`src/rtl/nibble_add_scheduler.sv`:
```
// nibble_add_scheduler: two requesters share one 4-bit ripple adder slice.
// A WIDTH-bit add is granted round-robin, then walked LSB nibble first, one
// nibble per cycle, with the carry held in a flop between nibbles. The result
// is offered on a valid/ready response channel together with the requester id.

// One bit of the shared slice.
module nas_fa (
  input  logic a,
  input  logic b,
  input  logic ci,
  output logic s,
  output logic co
);
  assign s  = a ^ b ^ ci;
  assign co = (a & b) | (a & ci) | (b & ci);
endmodule

module nibble_add_scheduler #(
  parameter int WIDTH = 16,
  parameter int NIB   = 4
) (
  input  logic             clk,
  input  logic             rst,
  input  logic             req0_valid,
  output logic             req0_ready,
  input  logic [WIDTH-1:0] req0_a,
  input  logic [WIDTH-1:0] req0_b,
  input  logic             req0_cin,
  input  logic             req1_valid,
  output logic             req1_ready,
  input  logic [WIDTH-1:0] req1_a,
  input  logic [WIDTH-1:0] req1_b,
  input  logic             req1_cin,
  output logic             rsp_valid,
  input  logic             rsp_ready,
  output logic [WIDTH-1:0] rsp_sum,
  output logic             rsp_cout,
  output logic             rsp_id,
  output logic             busy
);
  localparam int NNIB = WIDTH / NIB;
  localparam int IW   = (NNIB > 1) ? $clog2(NNIB) : 1;

  typedef enum logic [1:0] {IDLE, RUN, DONE} state_t;

  state_t           state, state_nx;
  logic [WIDTH-1:0] a_q, b_q;
  logic             carry;
  logic [IW-1:0]    idx;
  logic             last_grant;   // 1 -> requester 0 wins the next tie
  logic             grant0, grant1, accept, last_nib;
  logic [NIB-1:0]   na, nb, ns;
  logic [NIB:0]     cch;

  // Round-robin grant; only offered in IDLE and never while reset is held.
  assign grant0 = !rst && (state == IDLE) && req0_valid && (!req1_valid ||  last_grant);
  assign grant1 = !rst && (state == IDLE) && req1_valid && (!req0_valid || !last_grant);
  assign accept = grant0 | grant1;

  assign req0_ready = grant0;
  assign req1_ready = grant1;
  assign busy       = (state != IDLE);
  assign last_nib   = (idx == IW'(NNIB - 1));

  // Current nibble presented to the shared slice.
  assign na     = a_q[idx*NIB +: NIB];
  assign nb     = b_q[idx*NIB +: NIB];
  assign cch[0] = carry;

  for (genvar g = 0; g < NIB; g++) begin : g_fa
    nas_fa u_fa (
      .a  (na[g]),
      .b  (nb[g]),
      .ci (cch[g]),
      .s  (ns[g]),
      .co (cch[g+1])
    );
  end

  // State register.
  always_ff @(posedge clk or posedge rst) begin
    if (rst) state <= IDLE;
    else     state <= state_nx;
  end

  // Next-state: accept -> walk all nibbles -> hold result until taken.
  always_comb begin
    state_nx = state;
    case (state)
      IDLE:    if (accept)    state_nx = RUN;
      RUN:     if (last_nib)  state_nx = DONE;
      DONE:    if (rsp_ready) state_nx = IDLE;
      default:                state_nx = IDLE;
    endcase
  end

  // Operand capture, nibble sequencing and response registers.
  always_ff @(posedge clk or posedge rst) begin
    if (rst) begin
      a_q        <= '0;
      b_q        <= '0;
      carry      <= 1'b0;
      idx        <= '0;
      last_grant <= 1'b1;
      rsp_valid  <= 1'b0;
      rsp_sum    <= '0;
      rsp_cout   <= 1'b0;
      rsp_id     <= 1'b0;
    end else begin
      case (state)
        IDLE: if (accept) begin
          a_q        <= grant1 ? req1_a   : req0_a;
          b_q        <= grant1 ? req1_b   : req0_b;
          carry      <= grant1 ? req1_cin : req0_cin;
          idx        <= '0;
          last_grant <= grant1;
          rsp_id     <= grant1;
        end
        RUN: begin
          rsp_sum[idx*NIB +: NIB] <= ns;
          carry                   <= cch[NIB];
          idx                     <= idx + 1'b1;
          if (last_nib) begin
            rsp_cout  <= cch[NIB];
            rsp_valid <= 1'b1;
          end
        end
        DONE: if (rsp_ready) rsp_valid <= 1'b0;
        default: ;
      endcase
    end
  end
endmodule

```
`config.mk`:
```
export PLATFORM = sky130hd
export DESIGN_NAME = nibble_add_scheduler
export DESIGN_NICKNAME = d
export VERILOG_FILES = /design/src/rtl/nibble_add_scheduler.sv
export SDC_FILE = /design/constraint.sdc
export NUM_CORES = 1
export LEC_CHECK = 0
export CAP_MARGIN = 20
export CORE_MARGIN = 2
export CORE_UTILIZATION = 40
export DETAILED_ROUTE_END_ITERATION = 8
export PLACE_DENSITY = 0.71
export SLEW_MARGIN = 20
export SYNTH_ARGS = -nofsm -noshare
export SYNTH_HDL_FRONTEND = slang
export SYNTH_SLANG_ARGS = --single-unit
```
`constraint.sdc`:
```
create_clock -name clk -period 2.85 [get_ports clk]
set_input_delay 0.57 -clock clk [delete_from_list [all_inputs] [get_ports clk]]
set_output_delay 0.57 -clock clk [all_outputs]
set_load 0.01 [all_outputs]
```
==> summary.md, run 1 <==
| Metric | Value |
|---|---|
| Run status | finished, final reports clean |
| Synth area leader | dfrtp_1 |
| Total power | 4680 uW |
| R2R Path End | rsp_sum[11]$_DFFE_PP0P_ |
| Core Region | 8090 um2 |
| Worst IR Drop VDD | about 420 uV |
| Root buffer selected by CTS | clkbuf_8 |
| Via count | 3007 |
| Top area cells in the synthesized netlist | dfrtp_1 (43%), o31ai_1 (8.9%), nand4_1 (6.3%) |
| Fin cells | slightly above 500 |
| Portion of synthesized cell area occupied by the leading cell type | 42.7% |
| Per-cell via count in the routed design | 5.79 |
| Most frequent standard cell in the layout excluding fill and tap cells | clkdlybuf4s50_1 |
| Slew Viols, Final | 0 |
| Leakage | approximately 0.0017 uW |
| Worst slew pin tran | 0.644 ns |
| Number of clock buffers inserted by TritonCTS | 9 |
| Kind of cell adding the most delay to the critical path | adder cells |
| Total routing usage reported by global routing | 20.6% |
| Portion of the post-synthesis area used by sequential elements | 43.5% |
| Final routed DRC violation total | 0 |
| Wirelength, routed | 8.54 mm |
| Worst Path Buf+Inv | 2 |
| # clock sinks | 57 |
| Unrepaired setup endpoints after global routing | true |
| Post-detailed-placement half-perimeter wirelength | 6.18 mm |
| First-pass GRT wire length | 14.4 mm |
| Clock slew seen by the registers of the worst setup and hold paths | 0.06 ns |
| Fill cell count | roughly 730 |
| Cell area power density | 1050 nW/um2 |
| Final cell utilization of the core | between 50% and 60% |
| Combinational Power Share | 53.5% |
| Clock skew after layout | 0.00660 ns |
| Count of antenna-violating nets left after detailed routing | 0 |
| 1st-pass router iterations | 4 |
| Num ports | 93 |
| Worst hold start | rsp_sum[5]$_DFFE_PP0P_ |
| Cell Chain, Critical Path | mux4_2 > fa_1 > inv_1 > fa_1 > fa_1 > inv_1 > fa_1 > nand2b_1 > o31ai_1 |
| Mapped cell area | around 3300 um2 |
| MaxCap Viol Count | 0 |
| Number of nets in the layout | 490 |
| Flop and latch count out of synthesis | 57 |
| Maximum clock path buffer count | 2 |
| Antenna diode count | 0 |
| Pin count of the biggest net entering global routing | 65 |
| Worst setup path category | flop to flop |
| Launch point of the worst reg-to-reg path | idx[0]$_DFFE_PP0P_ |
| Routability Congestion | ~0.78 |
| Avg Inst Size Synth | 10.1 um2 |
| Hold violation total from the final report | 0 |
| Endpoint of the worst hold path | rsp_sum[5]$_DFFE_PP0P_ |
| Level count of the clock H-tree | 3 |
| R2R setup slack | 0.14 ns |
| Crit start category | flop |
| Die Outline Area | ~8900 um2 |
| Switching component of the power | 1890 uW |
| Cell Count Post-Placement | around 500 |
| Number of global-route vias before repair | between 2k and 3k |
| Sw Ratio | slightly above 40% |
| Proportion of layout cells with a drive suffix above 1 | 11.8% |
| Cell depth of the worst hold path | 2 |
| Initial DRC Count | 174 |
| Slew Limit Headroom | 57.1% |
| Logic depth of the worst register-to-register path | 9 |
| Number of endpoints failing setup at the final stage | 0 |
| Starting density of the core | 40.5% |
| Period Utilization, post-route | between 90 and 100% |
| Class of the tightest hold or removal check | flop to flop |
| Yosys warnings | 0 |
| Instance count of the mapped netlist | 324 |
| Pint | 2800 uW |
| Height of the die | 94.5 um |
| Critical Path Max Stage Delay | 0.53 ns |
| CP Max Fanout | 5 |
| Routed wire length per instance | 16.5 um |
| Horizontal die dimension | ~95 um |
| Power share of the sequential group | 30.9% |
| Clock tree from TritonCTS | yes |
| Clock insertion delay at the later pin of the skew report | 0.33 ns |
| # port buffers | 92 |
| Final critical path time including I/O delays and setup | 2.71 ns |
| Total overflow reported by the global router | 0 |
| Most numerous cell on the critical path | fa_1 |
| Hold slack final | 0.472 ns |
| Most frequent cells in the layout | clkdlybuf4s50_1 (91), dfrtp_1 (55), o31ai_1 (39), nand4_1 (33) |
| Net Count, Synth | between 400 and 500 |
| Data required time of the critical path | 3.09 ns |
| Synthesis-to-finish area growth | 36.2% |
| Worst endpoint data arrival time | 2.95 ns |
| Relative contribution of the clock network to total power | 15.6% |
| Worst setup EP type | flop |
| Number of antenna violations at the first check in global routing | 0 |
| Num rows | 33 |
| Post-synth cell types | 35 |
| Cell with the largest stage delay on the worst path | mux4_2 |
| Maximum clock frequency | 369 MHz |
| # hold bufs at CTS | 0 |
-- routing by layer --
layer  routed length (um)  vias up  share of wire, %  global-route usage (%)
met3                  657       12               7.7                    3.51
li1                     -     1432                 -                       -
met2                 4090      133                48                    32.3
met1                 3680     1430                43                    28.8
met4                  116        0               1.4                    7.49
met5                    0        -                 0                       0
-- power groups by stage --
stage               clock, uW  combinational [uW]  sequential [uW]
floorplan                   0                1710             1430
global placement            0                2470             1450
detailed placement          0                2520             1460
CTS                       739                2530             1450
global route              788                2780             1500
finish                    729                2510             1450
-- how the worst max path moves through the flow --
| stage | slack, ns | start | cells past startpoint | endpoint |
|---|---|---|---|---|
| after floorplan | 0.04 | idx[0]$_DFFE_PP0P_ | 10 | rsp_sum[7]$_DFFE_PP0P_ |
| after global placement | 0.08 | rst | 5 | req1_ready |
| final | 0.14 | idx[0]$_DFFE_PP0P_ | 9 | rsp_sum[11]$_DFFE_PP0P_ |
| after global routing | -0.02 | idx[0]$_DFFE_PP0P_ | 9 | rsp_sum[11]$_DFFE_PP0P_ |
| after CTS | 0.04 | rst | 5 | req1_ready |
| after detailed placement | 0.05 | rst | 5 | req1_ready |
-- repair_timing --
action	4_1_cts	5_1_grt
resized for setup	0	1
endpoints found under the setup margin	0	4
setup buffers	0	0
-- per-stage QoR --
stage	setup WS, ns	TNS [ns]	instance area (um2)
floorplan	0.0365	0	3290
global placement	0.0821	0	4280
detailed placement	0.0527	0	4280
CTS	0.0434	0	4460
global route	-0.0192	-0.0227	4470
finish	0.136	0	4470
-- cells by family (layout without fill, tap and decap cells) --
logic type	Yosys count	after routing	synth area share, %
flops	57	57	43.5
mux	11	11	6.52
buf+inv	52	142	8.09
simple gates	103	103	17.4
compound gates	91	91	19.8
fa+ha+maj	10	10	4.73
-- worst register-to-register path: stages (launching register included) --
cell	delay, ns
dfrtp_2	0.42
mux4_2	0.53
fa_1	0.39
inv_1	0.08
fa_1	0.18
fa_1	0.18
inv_1	0.06
fa_1	0.50
nand2b_1	0.10
o31ai_1	0.20
-- cell type report --
cell class / instances / area (um2) / share of cell area [%]
tap: 105 / 131 / 2.94
multi-input combinational: 215 / 1600 / 35.7
inverter: 15 / 56.3 / 1.26
sequential: 57 / 1430 / 32.0
clock buffer: 13 / 149 / 3.33
clock inverter: 3 / 40.0 / 0.896
timing repair buffer: 111 / 1070 / 23.9
-- sequential cells by signal (all words and copies together) (netlist names) --
| register | count |
|---|---|
| a_q | 16 |
| b_q | 16 |
| carry | 1 |
| idx | 2 |
| last_grant | 1 |
| rsp_cout | 1 |
| rsp_id | 1 |
| rsp_sum | 16 |
| rsp_valid | 1 |
| state | 2 |
-- cell usage after synthesis --
| master | n |
|---|---|
| buf_1 | 1 |
| o2111ai_1 | 1 |
| ha_1 | 6 |
| nand3b_1 | 4 |
| a21bo_1 | 1 |
| buf_6 | 9 |
| a22oi_1 | 1 |
| o21bai_1 | 1 |
| clkbuf_1 | 25 |
| mux4_2 | 8 |
| o41ai_1 | 6 |
| nor2_1 | 2 |
| nor3_2 | 1 |
| a31oi_1 | 32 |
| dfstp_2 | 1 |
| or2_1 | 1 |
| a21oi_1 | 2 |
| nand2_1 | 19 |
| fa_1 | 4 |
| a22o_1 | 3 |
| buf_2 | 2 |
| or3_4 | 1 |
| nand2b_1 | 4 |
| mux2_2 | 3 |
| nand3_1 | 2 |
| a21o_1 | 3 |
| dfrtp_1 | 56 |
| nor2b_1 | 2 |
| nor3_1 | 32 |
| or4b_1 | 1 |
| inv_1 | 15 |
| nand4_1 | 33 |
| nor4b_1 | 1 |
| o21ai_0 | 2 |
| o31ai_1 | 39 |
Power figures use the tool's default switching activity.
==> run 2, diff against run 1 <==
--- a/config.mk
+++ b/config.mk
@@ -9,8 +9,7 @@
 export CORE_MARGIN = 2
 export CORE_UTILIZATION = 40
 export DETAILED_ROUTE_END_ITERATION = 8
-export PLACE_DENSITY = 0.71
-export SLEW_MARGIN = 20
+export PLACE_DENSITY = 0.68
 export SYNTH_ARGS = -nofsm -noshare
 export SYNTH_HDL_FRONTEND = slang
 export SYNTH_SLANG_ARGS = --single-unit
==> constraint.sdc (replaced) <==
create_clock -name clk -period 3.5 [get_ports clk]
set_input_delay 0.7 -clock clk [delete_from_list [all_inputs] [get_ports clk]]
set_output_delay 0.7 -clock clk [all_outputs]
set_load 0.01 [all_outputs]
==> summary.md, run 2 (same netlist as run 1, synthesis figures left out) <==
| Metric | Value |
|---|---|
| Worst setup EP type | primary output |
| Number of setup buffers added after CTS | 0 (unchanged) |
| Post-detailed-placement half-perimeter wirelength | 6.06 mm (-2.0%) |
| Total overflow reported by the global router | 0 (unchanged) |
| Clock insertion delay at the later pin of the skew report | 0.34 ns (about the same) |
| Number of endpoints failing setup at the final stage | 0 (unchanged) |
| Horizontal die dimension | 94.5 um (unchanged) |
| Quantity of gates resized following cts | 0 (unchanged) |
| R2R setup slack | 0.54 ns (+0.40 ns) |
| Slew Limit Headroom | 38.1% (-19 points) |
| Run status | finished, final reports clean |
| Worst IR Drop VDD | 340 uV (-20%) |
| Most frequent cells in the layout | clkdlybuf4s50_1 (92), dfrtp_1 (56), o31ai_1 (39), nand4_1 (33) |
| Proportion of layout cells with a drive suffix above 1 | 10.4% (-1.5 points) |
| Pin count of the biggest net entering global routing | 65 (unchanged) |
| Count of antenna-violating nets left after detailed routing | 0 (unchanged) |
| Num rows | 33 (unchanged) |
| Kind of cell adding the most delay to the critical path | buffers and inverters |
| Final TNS setup | 0 ns (unchanged) |
| Antenna diode count | 0 (unchanged) |
| Total routing usage reported by global routing | 20.3% (-0.33 points) |
| Number of nets in the layout | 481 (-1.8%) |
| MaxCap Viol Count | 0 (unchanged) |
| Data required time of the critical path | 2.80 ns (-0.29 ns) |
| Final critical path time including I/O delays and setup | 3.17 ns |
| Final cell utilization of the core | 54.2% (-0.97 points) |
| Cell area power density | 850 nW/um2 (-19%) |
| Critical Path Max Stage Delay | 0.54 ns (about the same) |
| Final routed DRC violation total | 0 (unchanged) |
| R2R Path End | rsp_sum[15]$_DFFE_PP0P_ |
| 1st-pass router iterations | 4 (unchanged) |
| Number of global-route vias before repair | 2895 (-1.3%) |
| # clock sinks | 57 (unchanged) |
| Wirelength, routed | 8.57 mm (+0.40%) |
| Worst Path Buf+Inv | 3 (+1) |
| Largest registers in the final layout | a_q x16, b_q x16, rsp_sum x16 |
| Root buffer selected by CTS | clkbuf_8 |
| Crit path setup slack, layout | 0.327 ns (+0.191 ns) |
| # port buffers | 92 (unchanged) |
| Number of antenna violations at the first check in global routing | 0 (unchanged) |
| Class of the tightest hold or removal check | flop to flop |
| Leakage | 0.00168 uW (-3.8%) |
| Slew Viols, Final | 0 (unchanged) |
| Worst endpoint data arrival time | 2.47 ns (-0.48 ns) |
| Hold violation total from the final report | 0 (unchanged) |
| Cell Chain, Critical Path | clkdlybuf4s50_1 > or3_4 > or2_1 > inv_1 > clkdlybuf4s50_1 |
| Pre-CTS setup slack | 0.340 ns (+0.287 ns) |
| Synthesis-to-finish area growth | 33.8% |
| Most numerous cell on the critical path | clkdlybuf4s50_1 |
| Endpoint of the worst hold path | rsp_sum[6]$_DFFE_PP0P_ |
| Logic depth of the worst register-to-register path | 9 (unchanged) |
| Die Outline Area | 8940 um2 (unchanged) |
| Crit start category | input pin |
| CP Max Fanout | 4 (-1) |
| Clock slew seen by the registers of the worst setup and hold paths | 0.06 ns (about the same) |
| # hold bufs at CTS | 0 (unchanged) |
| Worst hold start | rsp_sum[6]$_DFFE_PP0P_ |
| Height of the die | 94.5 um (unchanged) |
| Initial DRC Count | 160 (-8.0%) |
| Maximum clock frequency | around 320 MHz |
| Starting density of the core | 40.5% (unchanged) |
| Worst setup path category | input pin to primary output |
| Clock tree from TritonCTS | yes |
| Unrepaired setup endpoints after global routing | false |
| Per-cell via count in the routed design | 5.79 (about the same) |
| Core Region | 8090 um2 (unchanged) |
| Most frequent standard cell in the layout excluding fill and tap cells | clkdlybuf4s50_1 |
| Worst slew pin tran | 0.928 ns (+0.284 ns) |
| Clock skew after layout | 0.00649 ns (-0.000115 ns) |
| Launch point of the worst reg-to-reg path | idx[0]$_DFFE_PP0P_ |
| Routed wire length per instance | 16.8 um (+2.2%) |
| Routability Congestion | 0.787 (+1.4%) |
| Num ports | 93 (unchanged) |
| Period Utilization, post-route | 90.7% |
| Maximum clock path buffer count | 2 (unchanged) |
| Cell depth of the worst hold path | 2 (unchanged) |
| First-pass GRT wire length | 14.0 mm (-2.3%) |
| Number of clock buffers inserted by TritonCTS | 9 (unchanged) |
| Via count | 2954 (-1.8%) |
| Cell with the largest stage delay on the worst path | clkdlybuf4s50_1 |
| Level count of the clock H-tree | 3 (unchanged) |
[run 2: stage by stage]
stage	instances	area (um2)	power [uW]	hold WS, ns
after global routing	510	4390	4020	0.498
final	510	4390	3730	0.474
after detailed placement	494	4210	3200	0.461
after CTS	510	4390	3750	0.477
after global placement	494	4210	3160	0.458
after floorplan	324	3280	2540	0.506
[run 2: where the power goes]
group	leakage (uW)	internal [uW]	switching, uW
sequential	0.000702	976	253
combinational	0.000886	908	1040
clock	0.0000911	291	266
[run 2: worst max-delay path by stage]
stage	start	to	slack [ns]	depth (start not counted)
2_1_floorplan	idx[0]$_DFFE_PP0P_	rsp_sum[7]$_DFFE_PP0P_	0.50	10
3_3_place_gp	rst	req1_ready	0.36	5
3_5_place_dp	rst	req1_ready	0.34	5
4_1_cts	rst	req1_ready	0.34	5
5_1_grt	rst	req1_ready	0.28	5
6_report	rst	req1_ready	0.33	5
[run 2: layer usage]
layer	part of all wire (%)	GRT usage, %	wire length [um]	vias up
met1	46	28.7	3920	1427
met3	5.8	4.07	501	14
met4	2.1	8.70	184	0
met2	46	30.3	3960	104
met5	0	0	0	-
li1	-	-	-	1409
[run 2: worst register-to-register path, stage by stage (launching register included)]
cell      delay [ns]
dfrtp_1         0.58
mux4_2          0.58
fa_1            0.40
inv_1           0.07
fa_1            0.18
fa_1            0.16
inv_1           0.05
fa_1            0.51
nand2b_1        0.10
o31ai_1         0.25
[run 2: layout make-up]
| type | instances | area (um2) |
|---|---|---|
| clock buffer | 11 | 151 |
| clock inverter | 5 | 30.0 |
| fill | 750 | 3700 |
| inverter | 15 | 56.3 |
| multi-input combinational | 215 | 1600 |
| sequential | 57 | 1430 |
| tap | 105 | 131 |
| timing repair buffer | 102 | 996 |
==> run 3, diff against run 2 <==
--- a/config.mk
+++ b/config.mk
@@ -8,8 +8,10 @@
 export CAP_MARGIN = 20
 export CORE_MARGIN = 2
 export CORE_UTILIZATION = 40
+export CTS_CLUSTER_SIZE = 8
 export DETAILED_ROUTE_END_ITERATION = 8
-export PLACE_DENSITY = 0.68
+export PLACE_DENSITY = 0.69
 export SYNTH_ARGS = -nofsm -noshare
 export SYNTH_HDL_FRONTEND = slang
+export SYNTH_HIERARCHICAL = 1
 export SYNTH_SLANG_ARGS = --single-unit
==> summary.md, run 3 <==
| Metric | Value |
|---|---|
| Final TNS setup | 0 ns (unchanged) |
| Count of antenna-violating nets left after detailed routing | 0 (unchanged) |
| Proportion of layout cells with a drive suffix above 1 | 28.9% (+18 points) |
| Worst Path Buf+Inv | 0 (-3) |
| Class of the tightest hold or removal check | flop to flop |
| Clock insertion delay at the later pin of the skew report | 0.34 ns (about the same) |
| Root buffer selected by CTS | clkbuf_8 |
| Critical Path Max Stage Delay | 0.57 ns (+0.03 ns) |
| Area taken by multi-input logic gates | 1490 um2 (-6.6%) |
| Crit start category | flop |
| Instance count of the mapped netlist | 233 (-28%) |
| Most used flip-flop cell after synthesis | dfrtp_1 |
| Largest registers in the final layout | a_q x16, b_q x16, rsp_sum x16 |
| # clock sinks | 57 (unchanged) |
| Cell Chain, Critical Path | mux4_2 > fa_1 > fa_1 > fa_1 > fa_1 > nand2b_1 > o31ai_1 |
| Worst slew pin tran | 0.506 ns (-0.421 ns) |
| Antenna diode count | 0 (unchanged) |
| Post-synth cell types | 29 (-17%) |
| Data required time of the critical path | 3.75 ns (+0.95 ns) |
| Number of clock buffers inserted by TritonCTS | 9 (unchanged) |
| Reg area | 1430 um2 (unchanged) |
| Leakage | 0.00172 uW (+2.2%) |
| Cell with the largest stage delay on the worst path | mux4_2 |
| Height of the die | 90.6 um (-4.2%) |
| Most frequent standard cell in the layout excluding fill and tap cells | clkdlybuf4s50_1 |
| Synth Area in Simple Gates | 7.59% (-9.8 points) |
| Worst setup EP type | flop |
| Horizontal die dimension | 90.6 um (-4.2%) |
| Initial DRC Count | 47 (-71%) |
| Die Outline Area | 8210 um2 (-8.2%) |
| Number of synthesized flops with an enable pin | 0 (unchanged) |
| Most numerous cell on the critical path | fa_1 |
| MaxCap Viol Count | 0 (unchanged) |
| Worst setup path category | flop to flop |
| Number of global-route vias before repair | 2301 (-21%) |
| Clock skew after layout | 0.00705 ns (+0.000566 ns) |
| CP Max Fanout | 8 (+4) |
| Wirelength, routed | 6.11 mm (-29%) |
| Portion of synthesized cell area occupied by the leading cell type | 46.7% (+4.0 points) |
| Cell Count Post-Placement | 419 (-15%) |
| Routability Congestion | 0.793 (+0.79%) |
| Maximum clock path buffer count | 2 (unchanged) |
| Fraction of synthesized cell area in xor and xnor cells | 0% (unchanged) |
| Via count | 2137 (-28%) |
| Final routed DRC violation total | 0 (unchanged) |
| Avg Inst Size Synth | 12.9 um2 (+27%) |
| # hold bufs at CTS | 0 (unchanged) |
| # port buffers | 92 (unchanged) |
| Per-cell via count in the routed design | 4.91 (-15%) |
| Clock slew seen by the registers of the worst setup and hold paths | 0.06 ns (about the same) |
| Quantity of gates resized following cts | 0 (unchanged) |
| Starting density of the core | 41.4% (+0.84 points) |
| Total routing usage reported by global routing | 16.5% (-3.8 points) |
| Mapped cell area | 3000 um2 (-8.5%) |
| Hold slack final | 0.477 ns (+0.00327 ns) |
| Routed wire length per instance | 14.0 um (-17%) |
| Num ports | 93 (unchanged) |
| Leading cell type by number of instances after synthesis | mux2_2 |
| Area fraction in compound gates after synthesis | 6.76% (-13 points) |
| Portion of the post-synthesis area used by sequential elements | 47.6% (+4.0 points) |
| Number of endpoints failing setup at the final stage | 0 (unchanged) |
| Synth area leader | dfrtp_1 |
| Final critical path time including I/O delays and setup | 3.23 ns (+0.0542 ns) |
| Worst IR Drop VDD | 390 uV (+15%) |
| Unrepaired setup endpoints after global routing | false |
| Core Region | 7250 um2 (-10%) |
| Most frequent cells in the layout | clkdlybuf4s50_1 (92), mux2_2 (65), dfrtp_1 (56), nand2_1 (27), o31ai_1 (12) |
| Number of nets in the layout | 410 (-15%) |
| Number of antenna violations at the first check in global routing | 0 (unchanged) |
| 1st-pass router iterations | 4 (unchanged) |
| Total overflow reported by the global router | 0 (unchanged) |
| Share of synthesized registers carrying an async set or reset | 100% (unchanged) |
| Fin cells | 435 (-15%) |
| Num rows | 31 (-6.1%) |
| Slew Viols, Final | 0 (unchanged) |
| Main combinational cell family by area after synthesis | multiplexers |
| Top area cells in the synthesized netlist | dfrtp_1 (47%), mux2_2 (24%), mux4_2 (6.0%) |
| Cell area power density | 804 nW/um2 (-5.5%) |
| Post-synthesis adder-cell area fraction | 4.34% (-0.39 points) |
| Maximum clock frequency | 310 MHz (-1.7%) |
| Post-detailed-placement half-perimeter wirelength | 4.73 mm (-22%) |
| Net Count, Synth | 312 (-23%) |
| First-pass GRT wire length | 10.6 mm (-24%) |
| R2R setup slack | 0.27 ns (-0.27 ns) |
| Worst endpoint data arrival time | 3.48 ns (+1.01 ns) |
| Kind of cell adding the most delay to the critical path | adder cells |
| Clock tree from TritonCTS | yes |
| Most common library cells after synthesis | mux2_2 (65), dfrtp_1 (56), nand2_1 (27) |
| Run status | finished, final reports clean |
| Yosys warnings | 6 (+6) |
| Fill cell count | 643 (-14%) |
| Fraction of synthesized area in multiplexers | 30.7% (+24 points) |
| Number of setup buffers added after CTS | 0 (unchanged) |
| Level count of the clock H-tree | 3 (unchanged) |
| Hold violation total from the final report | 0 (unchanged) |
| Flop and latch count out of synthesis | 57 (unchanged) |
| Synthesis-to-finish area growth | 41.0% |
| Slew Limit Headroom | 66.2% (+28 points) |
| Pin count of the biggest net entering global routing | 35 (-46%) |
| Period Utilization, post-route | 92.2% (+1.5 points) |
run 3: cell count changes in the layout (fill, tap and decap cells not counted), moves of 9 or more:
cell and delta:
mux2_2 +62, nand4_1 -33, a31oi_1 -31, nor3_1 -31, o31ai_1 -27, inv_1 -9
run 3: kinds of logic (layout without fill, tap and decap cells):
| family | Yosys count | count (layout) |
|---|---|---|
| and+or+nand+nor | 46 | 46 |
| AOI/OAI and AO/OA | 31 | 31 |
| buffers and inverters | 17 | 120 |
| DFF | 57 | 57 |
| adders and majority gates | 8 | 8 |
| muxes | 74 | 74 |
run 3: area by class of cell:
class	instances	share of cell area (%)
sequential	57	33.8
tap	99	2.93
multi-input combinational	159	35.2
clock buffer	13	3.76
timing repair buffer	98	22.8
inverter	6	0.533
clock inverter	3	0.947
run 3: layer usage:
layer  vias to the layer above  wire length (um)  global-route usage, %  share of wire (%)
li1                       1038                 -                      -                  -
met1                      1026              2740                   20.5                 45
met2                        62              2920                   26.6                 48
met3                        11               323                   4.42                5.3
met4                         0               123                   8.08                2.0
met5                         -                 0                      0                  0
run 3: report_power, final:
group	internal (uW)	switching [uW]
clock network	365	248
registers	953	189
logic	877	767
run 3: final timing paths:
| path | startpoint | end | cells after the start |
|---|---|---|---|
| setup / recovery | idx[0]$_DFFE_PP0P_ | rsp_sum[11]$_DFFE_PP0P_ | 7 |
| hold / removal | rsp_id$_DFFE_PP0P_ | rsp_id$_DFFE_PP0P_ | 1 |
| setup reg to reg | idx[0]$_DFFE_PP0P_ | rsp_sum[11]$_DFFE_PP0P_ | 7 |
| hold reg to reg | rsp_id$_DFFE_PP0P_ | rsp_id$_DFFE_PP0P_ | 1 |
| max in group asynchronous | rst | b_q[12]$_DFFE_PP0P_ | 3 |
| min in group asynchronous | rst | rsp_sum[11]$_DFFE_PP0P_ | 2 |
run 3: per-stage QoR:
stage               util, %  total power, uW  area, um2  setup WS, ns
floorplan                 -             2270       3000         0.141
global placement       55.6             2780       4030         0.347
detailed placement     55.6             2820       4030         0.258
CTS                    58.3             3430       4230         0.256
global route           58.3             3660       4230        0.0862
finish                 58.3             3400       4230         0.273
